## src/rtl/fact_mmio_responder_pkg.sv

```systemverilog
// Shared constants for the factorial MMIO accelerator: register addresses,
// FSM state encoding and the default largest legal n.
package fact_pkg;

  localparam logic [1:0] ADDR_N      = 2'b00;
  localparam logic [1:0] ADDR_GO     = 2'b01;
  localparam logic [1:0] ADDR_STATUS = 2'b10;
  localparam logic [1:0] ADDR_RESULT = 2'b11;

  localparam int MAX_N_DEFAULT = 12;

  typedef enum logic [1:0] {
    IDLE = 2'd0,
    BUSY = 2'd1,
    DONE = 2'd2
  } state_t;

endpackage

```

## src/rtl/fact_mmio_responder_if.sv

```systemverilog
// CPU-side register bus of the factorial accelerator: pre-qualified write
// strobe, word select, write data and combinational read data.
interface fact_mmio_responder_if #(
  parameter int w = 32
);
  logic         WE;
  logic [1:0]   A;
  logic [w-1:0] WD;
  logic [w-1:0] RD;

  modport master (output WE, output A, output WD, input RD);
  modport slave  (input WE, input A, input WD, output RD);
endinterface

```

## src/rtl/fact_mmio_responder_datapath.sv

```systemverilog
// Factorial datapath: cnt down-counter, running product and result register,
// sequenced by load/step/store/clear strobes from the control FSM.
module fact_datapath #(
  parameter int w  = 32,
  parameter int NW = 4
) (
  input  logic          clk,
  input  logic          rst,
  input  logic          i_load,
  input  logic          i_step,
  input  logic          i_store,
  input  logic          i_clr,
  input  logic [NW-1:0] i_n,
  output logic          o_last,
  output logic [w-1:0]  o_result
);

  logic [NW-1:0] r_cnt;
  logic [w-1:0]  r_product;
  logic [w-1:0]  r_result;
  logic [w-1:0]  w_prod_next;

  assign w_prod_next = r_product * w'(r_cnt);

  always_ff @(posedge clk) begin
    if (rst) begin
      r_cnt     <= '0;
      r_product <= '0;
      r_result  <= '0;
    end else begin
      if (i_load) begin
        r_cnt     <= i_n;
        r_product <= w'(1);
      end else if (i_step) begin
        r_product <= w_prod_next;
        r_cnt     <= r_cnt - NW'(1);
      end
      if (i_store) begin
        r_result <= r_product;
      end else if (i_clr) begin
        r_result <= '0;
      end
    end
  end

  // cnt of 0 or 1 means the product is final
  assign o_last   = (r_cnt[NW-1:1] == '0);
  assign o_result = r_result;

endmodule

```

## src/rtl/fact_mmio_responder.sv

```systemverilog
// Memory-mapped factorial accelerator: register decode, control FSM and read mux.
// Optional completion interrupt output irq enabled by defining FACT_IRQ_EN.
module fact_mmio_responder
  import fact_pkg::*;
#(
  parameter int w     = 32,
  parameter int NW    = 4,
  parameter int MAX_N = MAX_N_DEFAULT
) (
  input  logic                  clk,
  input  logic                  rst,
  fact_mmio_responder_if.slave  bus
`ifdef FACT_IRQ_EN
  ,
  output logic                  irq
`endif
);

  state_t        r_state, w_state_nxt;
  logic          r_done, w_done_nxt;
  logic          r_err, w_err_nxt;
  logic [NW-1:0] r_n;
  logic          w_go, w_over;
  logic          w_load, w_step, w_store, w_clr;
  logic          w_last;
  logic [w-1:0]  w_result;

  assign w_go   = bus.WE && (bus.A == ADDR_GO) && bus.WD[0];
  assign w_over = int'(r_n) > MAX_N;

  fact_datapath #(.w(w), .NW(NW)) u_dp (
    .clk      (clk),
    .rst      (rst),
    .i_load   (w_load),
    .i_step   (w_step),
    .i_store  (w_store),
    .i_clr    (w_clr),
    .i_n      (r_n),
    .o_last   (w_last),
    .o_result (w_result)
  );

  always_comb begin
    w_state_nxt = r_state;
    w_done_nxt  = r_done;
    w_err_nxt   = r_err;
    w_load      = 1'b0;
    w_step      = 1'b0;
    w_store     = 1'b0;
    w_clr       = 1'b0;
    case (r_state)
      IDLE, DONE: begin
        if (w_go) begin
          w_done_nxt = 1'b0;
          w_err_nxt  = 1'b0;
          if (w_over) begin
            w_state_nxt = DONE;
            w_done_nxt  = 1'b1;
            w_err_nxt   = 1'b1;
            w_clr       = 1'b1;
          end else begin
            w_state_nxt = BUSY;
            w_load      = 1'b1;
          end
        end
      end
      BUSY: begin
        if (w_last) begin
          w_state_nxt = DONE;
          w_done_nxt  = 1'b1;
          w_store     = 1'b1;
        end else begin
          w_step = 1'b1;
        end
      end
      default: w_state_nxt = IDLE;
    endcase
  end

  always_ff @(posedge clk) begin
    if (rst) begin
      r_state <= IDLE;
      r_done  <= 1'b0;
      r_err   <= 1'b0;
      r_n     <= '0;
    end else begin
      r_state <= w_state_nxt;
      r_done  <= w_done_nxt;
      r_err   <= w_err_nxt;
      if (bus.WE && (bus.A == ADDR_N)) begin
        r_n <= bus.WD[NW-1:0];
      end
    end
  end

  always_comb begin
    bus.RD = '0;
    case (bus.A)
      ADDR_N:      bus.RD[NW-1:0] = r_n;
      ADDR_GO:     bus.RD[0]      = (r_state == BUSY);
      ADDR_STATUS: bus.RD[1:0]    = {r_err, r_done};
      ADDR_RESULT: bus.RD         = w_result;
      default:     bus.RD         = '0;
    endcase
  end

`ifdef FACT_IRQ_EN
  logic r_irq;

  // An error GO issued from DONE keeps done high across the edge, so the
  // completion strobes (store/clear) mark the rising edge of done instead.
  always_ff @(posedge clk) begin
    if (rst) begin
      r_irq <= 1'b0;
    end else if (w_store || w_clr) begin
      r_irq <= 1'b1;
    end else if (bus.WE && (bus.A == ADDR_STATUS)) begin
      r_irq <= 1'b0;
    end
  end

  assign irq = r_irq;
`endif

endmodule

```

## src/flat_wrapper.sv

```systemverilog
// flat-port wrapper written by rule: the top's interface ports become plain ports
module fact_mmio_responder_flat import fact_pkg::*;
#(
  parameter int w     = 32,
  parameter int NW    = 4,
  parameter int MAX_N = MAX_N_DEFAULT
)
  (clk, rst, bus_WE, bus_A, bus_WD, bus_RD);
  fact_mmio_responder_if #(.w(w)) bus_i ();
  input  logic clk;
  input  logic rst;
  input wire logic [$bits(bus_i.WE)-1:0] bus_WE;
  input wire logic [$bits(bus_i.A)-1:0] bus_A;
  input wire logic [$bits(bus_i.WD)-1:0] bus_WD;
  output wire logic [$bits(bus_i.RD)-1:0] bus_RD;
  assign bus_i.WE = bus_WE;
  assign bus_i.A = bus_A;
  assign bus_i.WD = bus_WD;
  assign bus_RD = bus_i.RD;
  fact_mmio_responder #(.w(w), .NW(NW), .MAX_N(MAX_N)) u_core (.clk(clk), .rst(rst), .bus(bus_i));
endmodule
```

## config.mk

```make
export PLATFORM = sky130hd
export DESIGN_NAME = fact_mmio_responder_flat
export DESIGN_NICKNAME = d
export VERILOG_FILES = /design/src/rtl/fact_mmio_responder_pkg.sv /design/src/rtl/fact_mmio_responder_if.sv /design/src/rtl/fact_mmio_responder_datapath.sv /design/src/rtl/fact_mmio_responder.sv /design/src/flat_wrapper.sv
export SDC_FILE = /design/constraint.sdc
export NUM_CORES = 1
export LEC_CHECK = 0
export CAP_MARGIN = 20
export CORE_ASPECT_RATIO = 0.6
export CORE_MARGIN = 2
export CORE_UTILIZATION = 42
export CTS_BUF_LIST = sky130_fd_sc_hd__clkbuf_2 sky130_fd_sc_hd__clkbuf_4 sky130_fd_sc_hd__clkbuf_8
export DETAILED_ROUTE_END_ITERATION = 7
export PLACE_DENSITY = 0.64
export RECOVER_POWER = 25
export SYNTH_ARGS = -nofsm -noshare
export SYNTH_HDL_FRONTEND = slang
export SYNTH_HIERARCHICAL = 1
export SYNTH_SLANG_ARGS = --single-unit
```

## constraint.sdc

```tcl
create_clock -name clk -period 3.72 [get_ports clk]
set_input_delay 0.744 -clock clk [delete_from_list [all_inputs] [get_ports clk]]
set_output_delay 0.744 -clock clk [all_outputs]
set_load 0.005 [all_outputs]
```

# Word-level counts from Yosys, hierarchy flattened
# Index checks and enable logic that the tools add are counted.
word_totals:
  word_cells: 59
  inputBits: 37
  register_bits: 76
  ramBits: 0
  mem_bits_ro: 0
  latchBits: 0
  out_inout_bits: 32
  memories: 0
op_classes:
  n_bitwise: 0
  magnitude_cmp: 1
  eq_ne: 7
  muxes: 27
  reduce_logical: 14
  n_mul: 1
  shift: 0
  div_mod_pow: 0
  n_addsub: 1
op_table:
  columns: ["op", "count"]
  rows:
  - ["$mux 32", 2]
  - ["$mul 32x4->32", 1]
  - ["$mux 28", 1]
  - ["$mux 1", 14]
  - ["$mux 4", 2]
  - ["$pmux 2 s2", 2]
  - ["$eq 2x2->1 const B", 3]
  - ["$mux 2", 3]
  - ["$reduce_bool 2->1", 3]
  - ["$eq 2x1->1 const B", 2]
  - ["$gt 4x4->1 const B", 1]
  - ["$logic_not 2->1", 2]
  - ["$pmux 1 s4", 1]
  - ["$reduce_and 2->1", 2]
  - ["$reduce_or 2->1", 2]
  - ["$sub 4x1->4 const B", 1]
  - ["$logic_and 1x1->1", 3]
  - ["$logic_not 3->1", 1]
  - ["$pmux 1 s3", 1]
  - ["$reduce_and 3->1", 1]
  - ["$ne 2x1->1 const B", 1]
  - ["$ne 2x2->1 const B", 1]
  - ["$pmux 1 s2", 1]

# Logic depth before layout (Yosys ltp)
logic_depth:
  word_depth: 7
  depth_mapped: 16
  ltp_nobuf: 14

# By module
# The synthesis kept the hierarchy.
by_module_without_submodules:
  columns: ["module", "n_inst", "cells_per_inst", "area_per_inst_um2"]
  rows:
  - ["fact_datapath", 1, 801, 6383.6]
  - ["fact_mmio_responder", 1, 88, 665.6]

# Worst setup path after synthesis
# OpenSTA, ideal clock, no wires.
synth_timing:
  path_kind: "register to register"
  start: "register u_core.u_dp.r_cnt[3]"
  end: "register u_core.u_dp.r_product[28]"
  arrival_ns: 3.716
  t_required_ns: 3.603
  stages_incl_launch_ff: 17
  n_path_buf: 2
  slack_ns: -0.114
  path_cell_list: "dfxtp_1 -> clkbuf_1 -> clkbuf_1 -> and2_1 -> fa_1 -> inv_1 -> fa_1 -> inv_1 -> ha_1 -> nand2_2 -> o41ai_2 -> a211oi_2 -> a21oi_2 -> a21boi_2 -> o32ai_2 -> mux2i_1 -> nand2_1"
synth_between:
  elab_chain_cells: 3
  elab_cells_between_ends: 4
synth_rtl:
  columns: ["element", "line", "source"]
  rows:
  - ["start: declaration", "fact_mmio_responder_datapath.sv:18", "logic [NW-1:0] r_cnt;"]
  - ["start signal: assignment", "fact_mmio_responder_datapath.sv:32", "r_cnt <= i_n;"]
  - ["start signal: assignment", "fact_mmio_responder_datapath.sv:36", "r_cnt <= r_cnt - NW'(1);"]
  - ["parallel branches: the longest is 3 deep, another holds $mul 32x4->32", null, null]
  - ["end signal: assignment", "fact_mmio_responder_datapath.sv:33", "r_product <= w'(1);"]
  - ["end signal: assignment", "fact_mmio_responder_datapath.sv:35", "r_product <= w_prod_next;"]
  - ["end: declaration", "fact_mmio_responder_datapath.sv:19", "logic [w-1:0] r_product;"]
# Several ways; the timed one is not identified.
# A chain may end at the register's enable or synchronous reset.

# Final worst setup path
layout_timing:
  start: "register u_core.u_dp.r_cnt[1]"
  end: "register u_core.u_dp.r_product[25]"
# The elaborated chain is that of the path after synthesis.

==> run_results.csv <==
group,metric,value,unit
yosys,ys_ff_latch,76,
worst_setup_path,crit_type,"reg -> reg",
yosys,syn_area,7049,um^2
yosys,yosys-top-cells-area,"dfxtp_1 22%, fa_1 16%, and2_1 10%, ha_1 6.9%, inv_1 6.8%",
worst_setup_path,critical-path-max-stage-delay,530,ps
yosys,async_reset_ff_share,0,%
layout,stdcell_count,1244,
floorplanning,core,16310,um^2
worst_setup_path,cp.arrival,4060,ps
run_status,violations,"setup timing",
layout,multi_input_area,5406,um^2
detailed_routing,routed.top_layer,"met4",
yosys,synth_cell_types,62,
clocking,postCtsHoldBufs,0,
worst_setup_path,crit_required,3970,ps
detailed_routing,vias,6316,
layout,register_area,1528,um^2
yosys,syn-num-nets,1022,
floorplanning,die_h,104.4,um
clocking,clk_root_buffer_cell,"clkbuf_8",
yosys,post-synth-top-count-cell,"inv_1",
yosys,synth_top_cell_area_share,21.58,%
grt,globalRouteOverflowTotal,0,
sta,rsz0062_at_grt,"true",
detailed_routing,routed_via_density,5.077,
yosys,syn_inst,889,
detailed_routing,wl_met2,7741,um
detailed_routing,drt-met1-wl,10190,um
clocking,htreeDepth,3,
clocking,clock_latency,370,ps
worst_setup_path,path_cells,"buf_12, buf_6, and2_4, fa_1, inv_2, fa_1, inv_2, ha_4, a21oi_2, buf_4, o211ai_1, nand2_2, a311oi_4, o21a_4, a221o_1, o21bai_1, o32ai_2",
sta,fin_skew,14.98,ps
floorplanning,start_util,43.23,%
sta,fin_crit_sh,102.3,%
floorplanning,rows,36,
layout,antennaDiodeCount,0,
detailed_routing,initialDrtViolationCount,422,
sta,period_needed,3806,ps
sta,setup_ws,-85.92,ps
layout,fin_util,56.46,%
yosys,synth_edf_count,0,
clocking,clk_pin_slew,100,ps
flow_run,maxCapViolCount,0,
layout,area_delta_synth_final,30.60,%
clocking,numClockSinks,76,
sta,tightest_slew,1089,ps
yosys,synth_top_area_cell,"dfxtp_1",
grt,antenna_found_initial,0,
detailed_routing,antenna_left,0,
layout,num-nets-final,1144,
yosys,synthFlopType,"dfxtp_1",
yosys,ys_warn_count,6,
grt,grt_pass1_vias,5965,
sta,slew_violations,0,
yosys,yosysSeqAreaShare,21.58,%
grt,grtUsageTotal,21.95,%
clocking,clk_path_buf_depth,2,
worst_setup_path,cp-start-kind,"flip-flop",
yosys,synth_top_cells_by_count,"128 x inv_1, 115 x and2_1, 79 x nor2_1",
pwr,p_leak,4.024,nW
yosys,syn_avg_cell_area,7.929,um^2
detailed_routing,wl,19320,um
layout,drive_gt1_share,22.83,%
detailed_routing,post_drt_wl_per_cell,15.53,um
place,dp_cells,1216,
pwr,peakVddDrop,0.1510,mV
sta,maxSlewHeadroom,27.11,%
worst_hold_path,hold_path.class,"reg -> reg",
grt,grt_max_degree,47,
worst_setup_path,cp-end-kind,"flip-flop",
pwr,power_density,164.8,nW/um^2
sta,hold_slack,502.3,ps
worst_setup_path,critPathSlowestCell,"fa_1",
place,io_buffers,40,
sta,hold_viol,0,
layout,fillers,1540,
place,gp_congestion,0.8811,
floorplanning,dieArea,17870,um^2
detailed_routing,drc,0,
clocking,cts_tree,"built",
worst_setup_path,path_max_fanout,6,
place,hpwl,14220,um
sta,setup_violations,11,
sta,fmax,0.2627,GHz
detailed_routing,dr.pass1.iters,5,
grt,grt_first_pass_wirelength,31250,um
pwr,power.total,1.517,mW
clocking,numCtsBuffers,9,
run_status,status,"complete, but fails checks",
detailed_routing,wl_met3,1276,um
floorplanning,io_pins,69,
floorplanning,die_w,171.3,um
[worst max-delay path: cells and delay by family, from the launching register on]
family	cells	cell delay (ps)
buffers and inverters	5	490
DFF	1	390
adders and majority gates	3	1270
and+or+nand+nor	2	280
AOI/OAI and AO/OA	7	1270
[metal layers]
metal	GRT usage, %	vias to the layer above
li1	-	3126
met1	35.59	3009
met2	30.27	170
met3	3.805	11
met4	3.087	0
met5	0	-
[cells in the final DEF (no fill, tap or decap), drive strengths merged, types with 18 or more instances in the layout]
cell and instances:
ha 39, o21ai 21, mux2i 18, nand2 61, buf 109, inv 133
and2 115, xnor2 19, dfxtp 76, a21oi 76, nor3b 34, nor2 79
clkdlybuf4s50 38, fa 57
[registers in the layout (all words and copies together), names as in the netlist]
signal and count:
u_core/u_dp/r_product 32, u_core/r_n 4, u_core/r_state 2, u_core/u_dp/r_cnt 4, u_core/r_done 1, u_core/r_err 1
u_core/u_dp/o_result 32
[final timing paths]
check / start / endpoint / slack [ps] / cells past startpoint
setup / recovery: u_core/u_dp/r_cnt[1] / u_core/u_dp/r_product[25] / -90 / 17
hold reg to reg: u_core/r_err / u_core/r_err / 500 / 2
setup reg to reg: u_core/u_dp/r_cnt[1] / u_core/u_dp/r_product[25] / -90 / 17
hold / removal: u_core/r_err / u_core/r_err / 500 / 2
[timing repair]
item	CTS	global route
pin swaps	25	47
gates resized for setup	42	63
gates cloned	0	2
setup endpoints to repair	16	17
buffers inserted	6	6
[logic make-up after synthesis]
kind of cell / share of synthesized area [%]
buffers and inverters: 9.159
multiplexers: 2.556
flip-flops: 21.58
AND/OR/NAND/NOR: 26.48
adder cells (fa/ha/maj): 23.11
AO/OA/AOI/OAI: 14.13
XOR/XNOR: 2.982
[where the power goes]
part	internal (mW)	switching [mW]	total, mW
Sequential	0.815	0.00318	0.818
Combinational	0.0217	0.0431	0.0648
Clock	0.259	0.375	0.634
Total	1.10	0.422	1.52
[final cells by class]
cell class / count / area share [%]
Clock buffer: 9 / 1.345
Timing Repair Buffer: 153 / 14.27
Inverter: 129 / 5.260
Clock inverter: 7 / 0.7067
Sequential cell: 76 / 16.59
Tap cell: 228 / 3.099
Multi-Input combinational cell: 642 / 58.73
[metrics by stage]
stage / area, um^2 / setup TNS (ps) / setup slack [ps]
2_1_floorplan: 7117 / 0 / 10.13
3_3_place_gp: 8424 / -1697 / -219.7
3_5_place_dp: 8424 / -2093 / -251.6
4_1_cts: 8847 / -587.1 / -88.40
5_1_grt: 9206 / -2553 / -258.3
6_report: 9206 / -535.0 / -85.92
Note: power is estimated with default switching activity, not from simulation.
